### src/rtl/muldiv_pkg.sv
// Shared definitions for the sequential multiply/divide unit.
// Holds the op encodings, the FSM state codes and the two's-complement
// helpers used to form operand magnitudes and to sign-correct results.
package muldiv_pkg;

    // Operation encodings carried on the op input
    localparam logic [1:0] OP_MUL  = 2'b00;
    localparam logic [1:0] OP_MULU = 2'b01;
    localparam logic [1:0] OP_DIV  = 2'b10;
    localparam logic [1:0] OP_DIVU = 2'b11;

    // FSM state codes
    localparam logic [1:0] IDLE = 2'd0;
    localparam logic [1:0] RUN  = 2'd1;
    localparam logic [1:0] FIX  = 2'd2;

    // Widest value the negate helper handles; callers zero-extend into it and
    // truncate the result, which is exact modulo 2^n for any n <= NEG_MAX_W.
    localparam int unsigned NEG_MAX_W = 128;

    function automatic logic is_div_op(logic [1:0] op);
        return op[1];
    endfunction

    function automatic logic is_signed_op(logic [1:0] op);
        return ~op[0];
    endfunction

    // Two's-complement negate when neg is set, pass-through otherwise.
    function automatic logic [NEG_MAX_W-1:0] cond_negate(logic [NEG_MAX_W-1:0] x, logic neg);
        return neg ? (~x + NEG_MAX_W'(1)) : x;
    endfunction

endpackage

### src/rtl/seq_muldiv_unit_if.sv
// Request/result bundle for seq_muldiv_unit.
//   start, op, a, b              : request side (driven by the master)
//   busy, done, hi, lo,
//   div_by_zero                  : status/result side (driven by the unit)
interface seq_muldiv_unit_if #(
    parameter int unsigned WIDTH = 32
);
    logic             start;
    logic [1:0]       op;
    logic [WIDTH-1:0] a;
    logic [WIDTH-1:0] b;
    logic             busy;
    logic             done;
    logic [WIDTH-1:0] hi;
    logic [WIDTH-1:0] lo;
    logic             div_by_zero;

    modport master (
        output start, op, a, b,
        input  busy, done, hi, lo, div_by_zero
    );

    modport slave (
        input  start, op, a, b,
        output busy, done, hi, lo, div_by_zero
    );
endinterface

### src/rtl/muldiv_step.sv
// One iteration of the shared multiply/divide datapath (purely combinational).
//   i_div     : 1 = restoring-divide step, 0 = shift-add multiply step
//   i_acc     : 2*WIDTH accumulator {upper, lower}
//               multiply: upper = partial product, lower = remaining multiplier bits
//               divide  : upper = partial remainder, lower = dividend/quotient bits
//   i_operand : multiplicand (multiply) or divisor (divide), both as magnitudes
//   o_acc     : accumulator after this iteration
module muldiv_step #(
    parameter int unsigned WIDTH = 32
) (
    input  logic               i_div,
    input  logic [2*WIDTH-1:0] i_acc,
    input  logic [WIDTH-1:0]   i_operand,
    output logic [2*WIDTH-1:0] o_acc
);

    logic [WIDTH:0]     w_mul_sum;
    logic [2*WIDTH-1:0] w_mul_acc;
    logic [WIDTH:0]     w_div_shift;
    logic [WIDTH:0]     w_div_diff;
    logic               w_div_ge;
    logic [WIDTH-1:0]   w_div_rem;
    logic [2*WIDTH-1:0] w_div_acc;
    logic               w_unused_diff_msb;

    // Multiply: add multiplicand when the current multiplier bit is set, then
    // shift the whole accumulator right, carry included.
    assign w_mul_sum = {1'b0, i_acc[2*WIDTH-1:WIDTH]}
                     + {1'b0, i_operand & {WIDTH{i_acc[0]}}};
    assign w_mul_acc = {w_mul_sum, i_acc[WIDTH-1:1]};

    // Divide: bring in the next dividend bit, trial-subtract the divisor and keep
    // the difference only when it does not go negative.
    assign w_div_shift = {i_acc[2*WIDTH-1:WIDTH], i_acc[WIDTH-1]};
    assign w_div_ge    = (w_div_shift >= {1'b0, i_operand});
    assign w_div_diff  = w_div_shift - {1'b0, i_operand};
    // Both candidates are below the divisor, so they fit in WIDTH bits.
    assign w_div_rem   = w_div_ge ? w_div_diff[WIDTH-1:0] : w_div_shift[WIDTH-1:0];
    assign w_div_acc   = {w_div_rem, i_acc[WIDTH-2:0], w_div_ge};

    assign w_unused_diff_msb = w_div_diff[WIDTH];

    assign o_acc = i_div ? w_div_acc : w_mul_acc;

endmodule

### src/rtl/seq_muldiv_unit.sv
// Multi-cycle signed/unsigned multiply and divide, one bit per cycle.
//   i_clk  : rising-edge clock
//   i_clr  : synchronous active-low reset
//   io_bus : seq_muldiv_unit_if.slave
//            start/op/a/b in; busy/done/hi/lo/div_by_zero out
// MUL/MULU: {hi, lo} = a * b.  DIV/DIVU: lo = quotient, hi = remainder
// (truncating; remainder takes the dividend's sign). Start in cycle 0 gives
// done with valid hi/lo in cycle WIDTH+2; a divide by zero completes in cycle 1.
// WIDTH must be in 4..64.
module seq_muldiv_unit #(
    parameter int unsigned WIDTH = 32
) (
    input logic              i_clk,
    input logic              i_clr,
    seq_muldiv_unit_if.slave io_bus
);
    import muldiv_pkg::*;

    localparam int unsigned CNT_W = $clog2(WIDTH) + 1;
    localparam int unsigned W2    = 2 * WIDTH;

    logic [1:0]       r_state;
    logic             r_div;
    logic             r_neg_res;
    logic             r_neg_rem;
    logic [CNT_W-1:0] r_cnt;
    logic [W2-1:0]    r_acc;
    logic [WIDTH-1:0] r_operand;
    logic [WIDTH-1:0] r_hi;
    logic [WIDTH-1:0] r_lo;
    logic             r_done;
    logic             r_dbz;

    logic             w_signed;
    logic             w_is_div;
    logic             w_neg_a;
    logic             w_neg_b;
    logic             w_b_zero;
    logic [WIDTH-1:0] w_mag_a;
    logic [WIDTH-1:0] w_mag_b;
    logic [W2-1:0]    w_acc_next;
    logic [W2-1:0]    w_prod_fix;
    logic [WIDTH-1:0] w_quo_fix;
    logic [WIDTH-1:0] w_rem_fix;

    // Operand decode, only meaningful while IDLE
    assign w_signed = is_signed_op(io_bus.op);
    assign w_is_div = is_div_op(io_bus.op);
    assign w_neg_a  = w_signed & io_bus.a[WIDTH-1];
    assign w_neg_b  = w_signed & io_bus.b[WIDTH-1];
    assign w_b_zero = (io_bus.b == '0);

    // |MIN| = 2^(WIDTH-1) is representable as an unsigned WIDTH-bit magnitude.
    assign w_mag_a = WIDTH'(cond_negate(NEG_MAX_W'(io_bus.a), w_neg_a));
    assign w_mag_b = WIDTH'(cond_negate(NEG_MAX_W'(io_bus.b), w_neg_b));

    muldiv_step #(
        .WIDTH (WIDTH)
    ) u_step (
        .i_div     (r_div),
        .i_acc     (r_acc),
        .i_operand (r_operand),
        .o_acc     (w_acc_next)
    );

    // Sign correction applied in FIX. MIN / -1 wraps naturally to lo = MIN.
    assign w_prod_fix = W2'(cond_negate(NEG_MAX_W'(r_acc), r_neg_res));
    assign w_quo_fix  = WIDTH'(cond_negate(NEG_MAX_W'(r_acc[WIDTH-1:0]), r_neg_res));
    assign w_rem_fix  = WIDTH'(cond_negate(NEG_MAX_W'(r_acc[W2-1:WIDTH]), r_neg_rem));

    always_ff @(posedge i_clk) begin
        if (!i_clr) begin
            r_state   <= IDLE;
            r_div     <= 1'b0;
            r_neg_res <= 1'b0;
            r_neg_rem <= 1'b0;
            r_cnt     <= '0;
            r_acc     <= '0;
            r_operand <= '0;
            r_hi      <= '0;
            r_lo      <= '0;
            r_done    <= 1'b0;
            r_dbz     <= 1'b0;
        end else begin
            r_done <= 1'b0;
            case (r_state)
                IDLE: begin
                    if (io_bus.start) begin
                        if (w_is_div && w_b_zero) begin
                            // Complete immediately without entering RUN
                            r_done <= 1'b1;
                            r_dbz  <= 1'b1;
                            r_hi   <= io_bus.a;
                            r_lo   <= '1;
                        end else begin
                            r_dbz     <= 1'b0;
                            r_div     <= w_is_div;
                            r_neg_res <= w_neg_a ^ w_neg_b;
                            r_neg_rem <= w_neg_a;
                            // Multiply iterates over b's bits; divide over a's bits.
                            r_acc     <= {{WIDTH{1'b0}}, (w_is_div ? w_mag_a : w_mag_b)};
                            r_operand <= w_is_div ? w_mag_b : w_mag_a;
                            r_cnt     <= '0;
                            r_state   <= RUN;
                        end
                    end
                end
                RUN: begin
                    r_acc <= w_acc_next;
                    r_cnt <= r_cnt + CNT_W'(1);
                    if (r_cnt == CNT_W'(WIDTH - 1)) begin
                        r_state <= FIX;
                    end
                end
                FIX: begin
                    r_done  <= 1'b1;
                    r_state <= IDLE;
                    if (r_div) begin
                        r_lo <= w_quo_fix;
                        r_hi <= w_rem_fix;
                    end else begin
                        r_hi <= w_prod_fix[W2-1:WIDTH];
                        r_lo <= w_prod_fix[WIDTH-1:0];
                    end
                end
                default: begin
                    r_state <= IDLE;
                end
            endcase
        end
    end

    assign io_bus.busy        = (r_state != IDLE);
    assign io_bus.done        = r_done;
    assign io_bus.hi          = r_hi;
    assign io_bus.lo          = r_lo;
    assign io_bus.div_by_zero = r_dbz;

endmodule

### src/flat_wrapper.sv
// flat-port wrapper written by rule: the top's interface ports become plain ports
module seq_muldiv_unit_flat import muldiv_pkg::*;
#(
    parameter int unsigned WIDTH = 32
)
  (i_clk, i_clr, io_bus_start, io_bus_op, io_bus_a, io_bus_b, io_bus_busy, io_bus_done, io_bus_hi, io_bus_lo, io_bus_div_by_zero);
  seq_muldiv_unit_if #(.WIDTH(WIDTH)) io_bus_i ();
  input logic i_clk;
  input logic i_clr;
  input wire logic [$bits(io_bus_i.start)-1:0] io_bus_start;
  input wire logic [$bits(io_bus_i.op)-1:0] io_bus_op;
  input wire logic [$bits(io_bus_i.a)-1:0] io_bus_a;
  input wire logic [$bits(io_bus_i.b)-1:0] io_bus_b;
  output wire logic [$bits(io_bus_i.busy)-1:0] io_bus_busy;
  output wire logic [$bits(io_bus_i.done)-1:0] io_bus_done;
  output wire logic [$bits(io_bus_i.hi)-1:0] io_bus_hi;
  output wire logic [$bits(io_bus_i.lo)-1:0] io_bus_lo;
  output wire logic [$bits(io_bus_i.div_by_zero)-1:0] io_bus_div_by_zero;
  assign io_bus_i.start = io_bus_start;
  assign io_bus_i.op = io_bus_op;
  assign io_bus_i.a = io_bus_a;
  assign io_bus_i.b = io_bus_b;
  assign io_bus_busy = io_bus_i.busy;
  assign io_bus_done = io_bus_i.done;
  assign io_bus_hi = io_bus_i.hi;
  assign io_bus_lo = io_bus_i.lo;
  assign io_bus_div_by_zero = io_bus_i.div_by_zero;
  seq_muldiv_unit #(.WIDTH(WIDTH)) u_core (.i_clk(i_clk), .i_clr(i_clr), .io_bus(io_bus_i));
endmodule
### config.mk
export PLATFORM = sky130hd
export DESIGN_NAME = seq_muldiv_unit_flat
export DESIGN_NICKNAME = d
export VERILOG_FILES = /design/src/rtl/muldiv_pkg.sv /design/src/rtl/seq_muldiv_unit_if.sv /design/src/rtl/muldiv_step.sv /design/src/rtl/seq_muldiv_unit.sv /design/src/flat_wrapper.sv
export SDC_FILE = /design/constraint.sdc
export NUM_CORES = 1
export LEC_CHECK = 0
export CAP_MARGIN = 25
export CORE_ASPECT_RATIO = 1.75
export CORE_MARGIN = 3
export CORE_UTILIZATION = 64
export CTS_CLUSTER_DIAMETER = 40
export DETAILED_ROUTE_END_ITERATION = 8
export GPL_TIMING_DRIVEN = 1
export PLACE_DENSITY = 0.88
export SYNTH_ARGS = -nofsm -noshare
export SYNTH_HDL_FRONTEND = slang
export SYNTH_SLANG_ARGS = --single-unit
### constraint.sdc
create_clock -name i_clk -period 9.2 [get_ports i_clk]
set_clock_uncertainty 0.05 [all_clocks]
set_input_delay 1.38 -clock i_clk [delete_from_list [all_inputs] [get_ports i_clk]]
set_output_delay 1.38 -clock i_clk [all_outputs]
set_load 0.005 [all_outputs]
==> metrics.log <==
[metrics] normalized max-slew margin: 26.7%
[metrics] worst path cell trace: clkdlybuf4s50_1 > nor4_1 > nand3b_1 > or4b_1 > nor2_2 > nand2_2 > buf_4 > nand2_2 > o221ai_1 > a21oi_1
[metrics] number of distinct library cell variants in the gate-level netlist after synthesis: 86
[metrics] maximum level of the CTS H-tree: 4
[metrics] total detailed-routing wirelength: 52.6 mm
[metrics] clock period minus final worst setup slack: 5070 ps
[metrics] clock network latency to the later pin of the worst-skew pair: 440 ps
[metrics] proportion of netlist area held by the largest area contributor: between 20% and 30%
[metrics] die boundary width: 121 µm
[metrics] crit-path max FO: 61
[metrics] number of failing hold endpoints at the final stage: 0
[metrics] fraction of final layout cells with drive strength greater than 1: 7.22%
[metrics] post-CTS setup-driven buffer insertion count: 0
[metrics] area of the core: 0.0224 mm²
[metrics] wire length per cell: 22.8 µm
[metrics] total nets after synthesis: 2,095
[metrics] placer congestion estimate: approximately 1.1
[metrics] share of the cycle needed by the critical path after routing: a little under three fifths
[metrics] area of the die: 0.0250 mm²
[metrics] cell area after layout: 0.0166 mm²
[metrics] synthesized area per cell: 7.55 µm²
[metrics] initial antenna violation count: 0
[metrics] synthesis-to-finish area growth: 12.7%
[metrics] number of fill cells: 1,773
[metrics] count of port buffers added during placement: 135
[metrics] master cell of the clock root buffer: clkbuf_16
[metrics] cell with the most instances after synthesis: nor2_1
[metrics] category of the worst setup path launch point: input pin
[metrics] cell count after synthesis: around 2,000
[metrics] CTS hold repair buffers: 0
[metrics] maximum count of clock buffers along a single path: 2
[metrics] final setup violating endpoints: 0
[metrics] setup repair after global routing missed its margin: no
[metrics] run status: complete, no violations
[metrics] Post-Route Setup TNS: 0 ps
[metrics] destination of the worst register-to-register timing path: u_core.r_acc[61]
[metrics] sequential group share of total power: 38.9%
[metrics] number of global-route vias before repair: 15,000
[metrics] number of storage elements in the synthesis netlist: ~170
[metrics] die extent in y: between 200 and 250 µm
[metrics] Antenna Cells: 0
[metrics] Largest stage delay, worst path: 860 ps
[metrics] final design utilization: approximately three quarters
[metrics] ys async rst share: 0%
[metrics] total net switching power: 0.000749 W
[metrics] worst-case setup margin in the final layout: roughly 4100 ps
[metrics] gr usage total: 41.3%
[metrics] power density over cell area: 128 mW/mm²
[metrics] global-route congestion overflow total: 0
[metrics] via count normalized by instance count: 6.78
[metrics] routed via count: 15,600
[metrics] Worst Reg-to-Reg Cells: 13
[metrics] kind of critical path: input pin to register
[metrics] Final #Nets: between 2,000 and 2,500
[metrics] required time of the critical path: 9520 ps
[metrics] proportion of power drawn by combinational gates: 28.6%
[metrics] proportion of synthesized chip area in sequential cells: between 20% and 30%
[metrics] R2R Setup Slk: 4860 ps
[metrics] number of ports placed on the die boundary: between 100 and 150
[metrics] post-synthesis cell area: around 0.015 mm²
[metrics] slew at the pin closest to its max-slew limit: 1090 ps
[metrics] startpoint of the lowest-slack hold path: u_core.r_operand[29]
[metrics] DRC violation total after the first TritonRoute iteration: 1,378
[metrics] maximum VDD drop: about 0.12 mV
[metrics] Crit path top cell by count: nand2_2
[metrics] cell taking the most area after synthesis: dfxtp_1
[metrics] TritonCTS Buffers: 17
[metrics] top cell types by occurrence after synthesis: 214 x nor2_1, 191 x a21oi_1, 182 x nand2_1
[metrics] clock share of power: ~32%
[metrics] FMAX: roughly 200 MHz
[metrics] LEAKAGE: 6.48 nW
[metrics] dpl ws: 3800 ps
[metrics] pin count of the biggest net entering global routing: 90
[metrics] number of synthesis warnings: 0
[metrics] count of nets left with antenna violations after detail routing: 0
[metrics] total power after layout: 0.00213 W
[metrics] length of the first detailed-routing pass in iterations: 6
[metrics] total count of max-transition violations in the final report: 0
[metrics] switching fraction of total power: 35.2%
[metrics] ranking of synthesized cells by area: dfxtp_1 23%, a21oi_1 6.5%, ha_1 5.8%
[metrics] count of max-cap constraint violations: 0
[metrics] internal power: between 0.001 and 0.0015 W
[metrics] Area after DPL: 0.0161 mm²
[metrics] FF/Latch Area: 0.00346 mm²
[metrics] global-route wire length before repair: a little over 80 mm
[metrics] worst min path class: register to register
[metrics] EDFF count, synth: 0
[metrics] DR DRC count: 0
[metrics] nature of the critical path endpoint: register
[metrics] Hold Path Stages: 2
[metrics] worst path arrival time: 5390 ps
[metrics] clock-pin slew on the worst setup and hold paths: 70 ps
[metrics] TritonCTS sink count: 173
[metrics] clock tree from TritonCTS: built
[metrics] Reg-to-Reg Start: u_core.r_acc[0]
[metrics] Starting Density: 65.8%
[metrics] master of the slowest instance on the critical path: or4b_1
[metrics] most instantiated flip-flop cell in the synthesis netlist: dfxtp_1
[metrics] Hold Crit Endpoint: u_core.r_operand[29]
[metrics] count of instances resized after the clock tree is built: 0
[metrics] hpwl dp: 40.3 mm
[metrics] row cnt: 72
[metrics] area of the multi-input gates: between 0.01 and 0.015 mm²
## placed cells by master, fill, tap and decap left out, drive strengths merged, types with 8 or more instances in the layout
cell type and n:
o21ai 117, and3 11, nor2b 14, o31ai 34, ha 69, o211ai 34
xnor2 79, dfxtp 173, a211oi 26, a311oi 8, o21a 11, o221ai 27
buf 27, or3 26, a221oi 31, o21bai 14, nand4 19, o41ai 10
or2 16, a21o 42, xor2 92, nand2 184, a21oi 192, nand2b 13
mux2 13, or4 16, inv 67, clkbuf 21, a31oi 42, mux2i 54
nor3 36, nor2 217, nand3 20, a22oi 18, and2 11, nor4 13
clkdlybuf4s50 133
## power groups by stage
stage          Clock [W]  Combinational (W)  Sequential, W
2_1_floorplan          0           0.000423       0.000819
4_1_cts         0.000687           0.000595       0.000825
6_report        0.000691           0.000610       0.000829
3_5_place_dp           0           0.000589       0.000842
3_3_place_gp           0           0.000581       0.000841
5_1_grt         0.000719           0.000654       0.000831
## per-stage QoR
step / hold slack [ps] / cells
6_report: 416 / 2305
5_1_grt: 436 / 2305
4_1_cts: 413 / 2305
3_5_place_dp: 403 / 2273
3_3_place_gp: 391 / 2272
2_1_floorplan: 382 / 1955
## state kept, by name, summed over array words and instances, names as in the netlist, 2 cells and up
signal / flops
u_core.r_state: 2
u_core.io_bus.hi: 32
u_core.r_cnt: 6
u_core.io_bus.lo: 32
u_core.r_acc: 64
u_core.r_operand: 32
## area by class of cell
class / instances / share of cell area (%)
Tap cell: 296 / 2.23
Inverter: 68 / 1.54
Sequential cell: 173 / 20.8
Timing Repair Buffer: 160 / 9.21
Clock buffer: 21 / 2.83
Clock inverter: 11 / 0.511
Multi-Input combinational cell: 1576 / 62.9
## worst max-delay path: cells and delay by family
family / cells / cell delay [ps]
AND/OR/NAND/NOR: 6 / 2690
buffers and inverters: 2 / 840
AO/OA/AOI/OAI: 2 / 420
## kinds of logic (layout without fill, tap and decap cells)
kind of cell / Yosys count / after routing / share of synthesized area (%)
AND/OR/NAND/NOR: 612 / 612 / 19.5
buffers and inverters: 206 / 260 / 5.88
multiplexers: 67 / 67 / 4.65
XOR/XNOR: 171 / 171 / 10.1
adder cells (fa/ha/maj): 71 / 71 / 6.12
flip-flops: 173 / 173 / 23.5
AO/OA/AOI/OAI: 655 / 655 / 30.2
## worst max path at each step
stage,from,end,depth (start not counted)
6_report,io_bus_b[3],u_core.io_bus.hi[26],10
5_1_grt,io_bus_b[3],u_core.io_bus.hi[5],10
4_1_cts,io_bus_b[3],u_core.io_bus.hi[26],10
3_5_place_dp,io_bus_b[3],u_core.io_bus.hi[30],10
3_3_place_gp,io_bus_b[9],u_core.io_bus.hi[20],10
2_1_floorplan,io_bus_b[17],u_core.r_acc[6],10
## routing by layer
layer	global-route usage, %	part of all wire (%)
met1	43.6	34
met2	72.5	50
met3	5.83	6.9
met4	32.9	9.0
met5	0	0
Power figures use the tool's default switching activity.
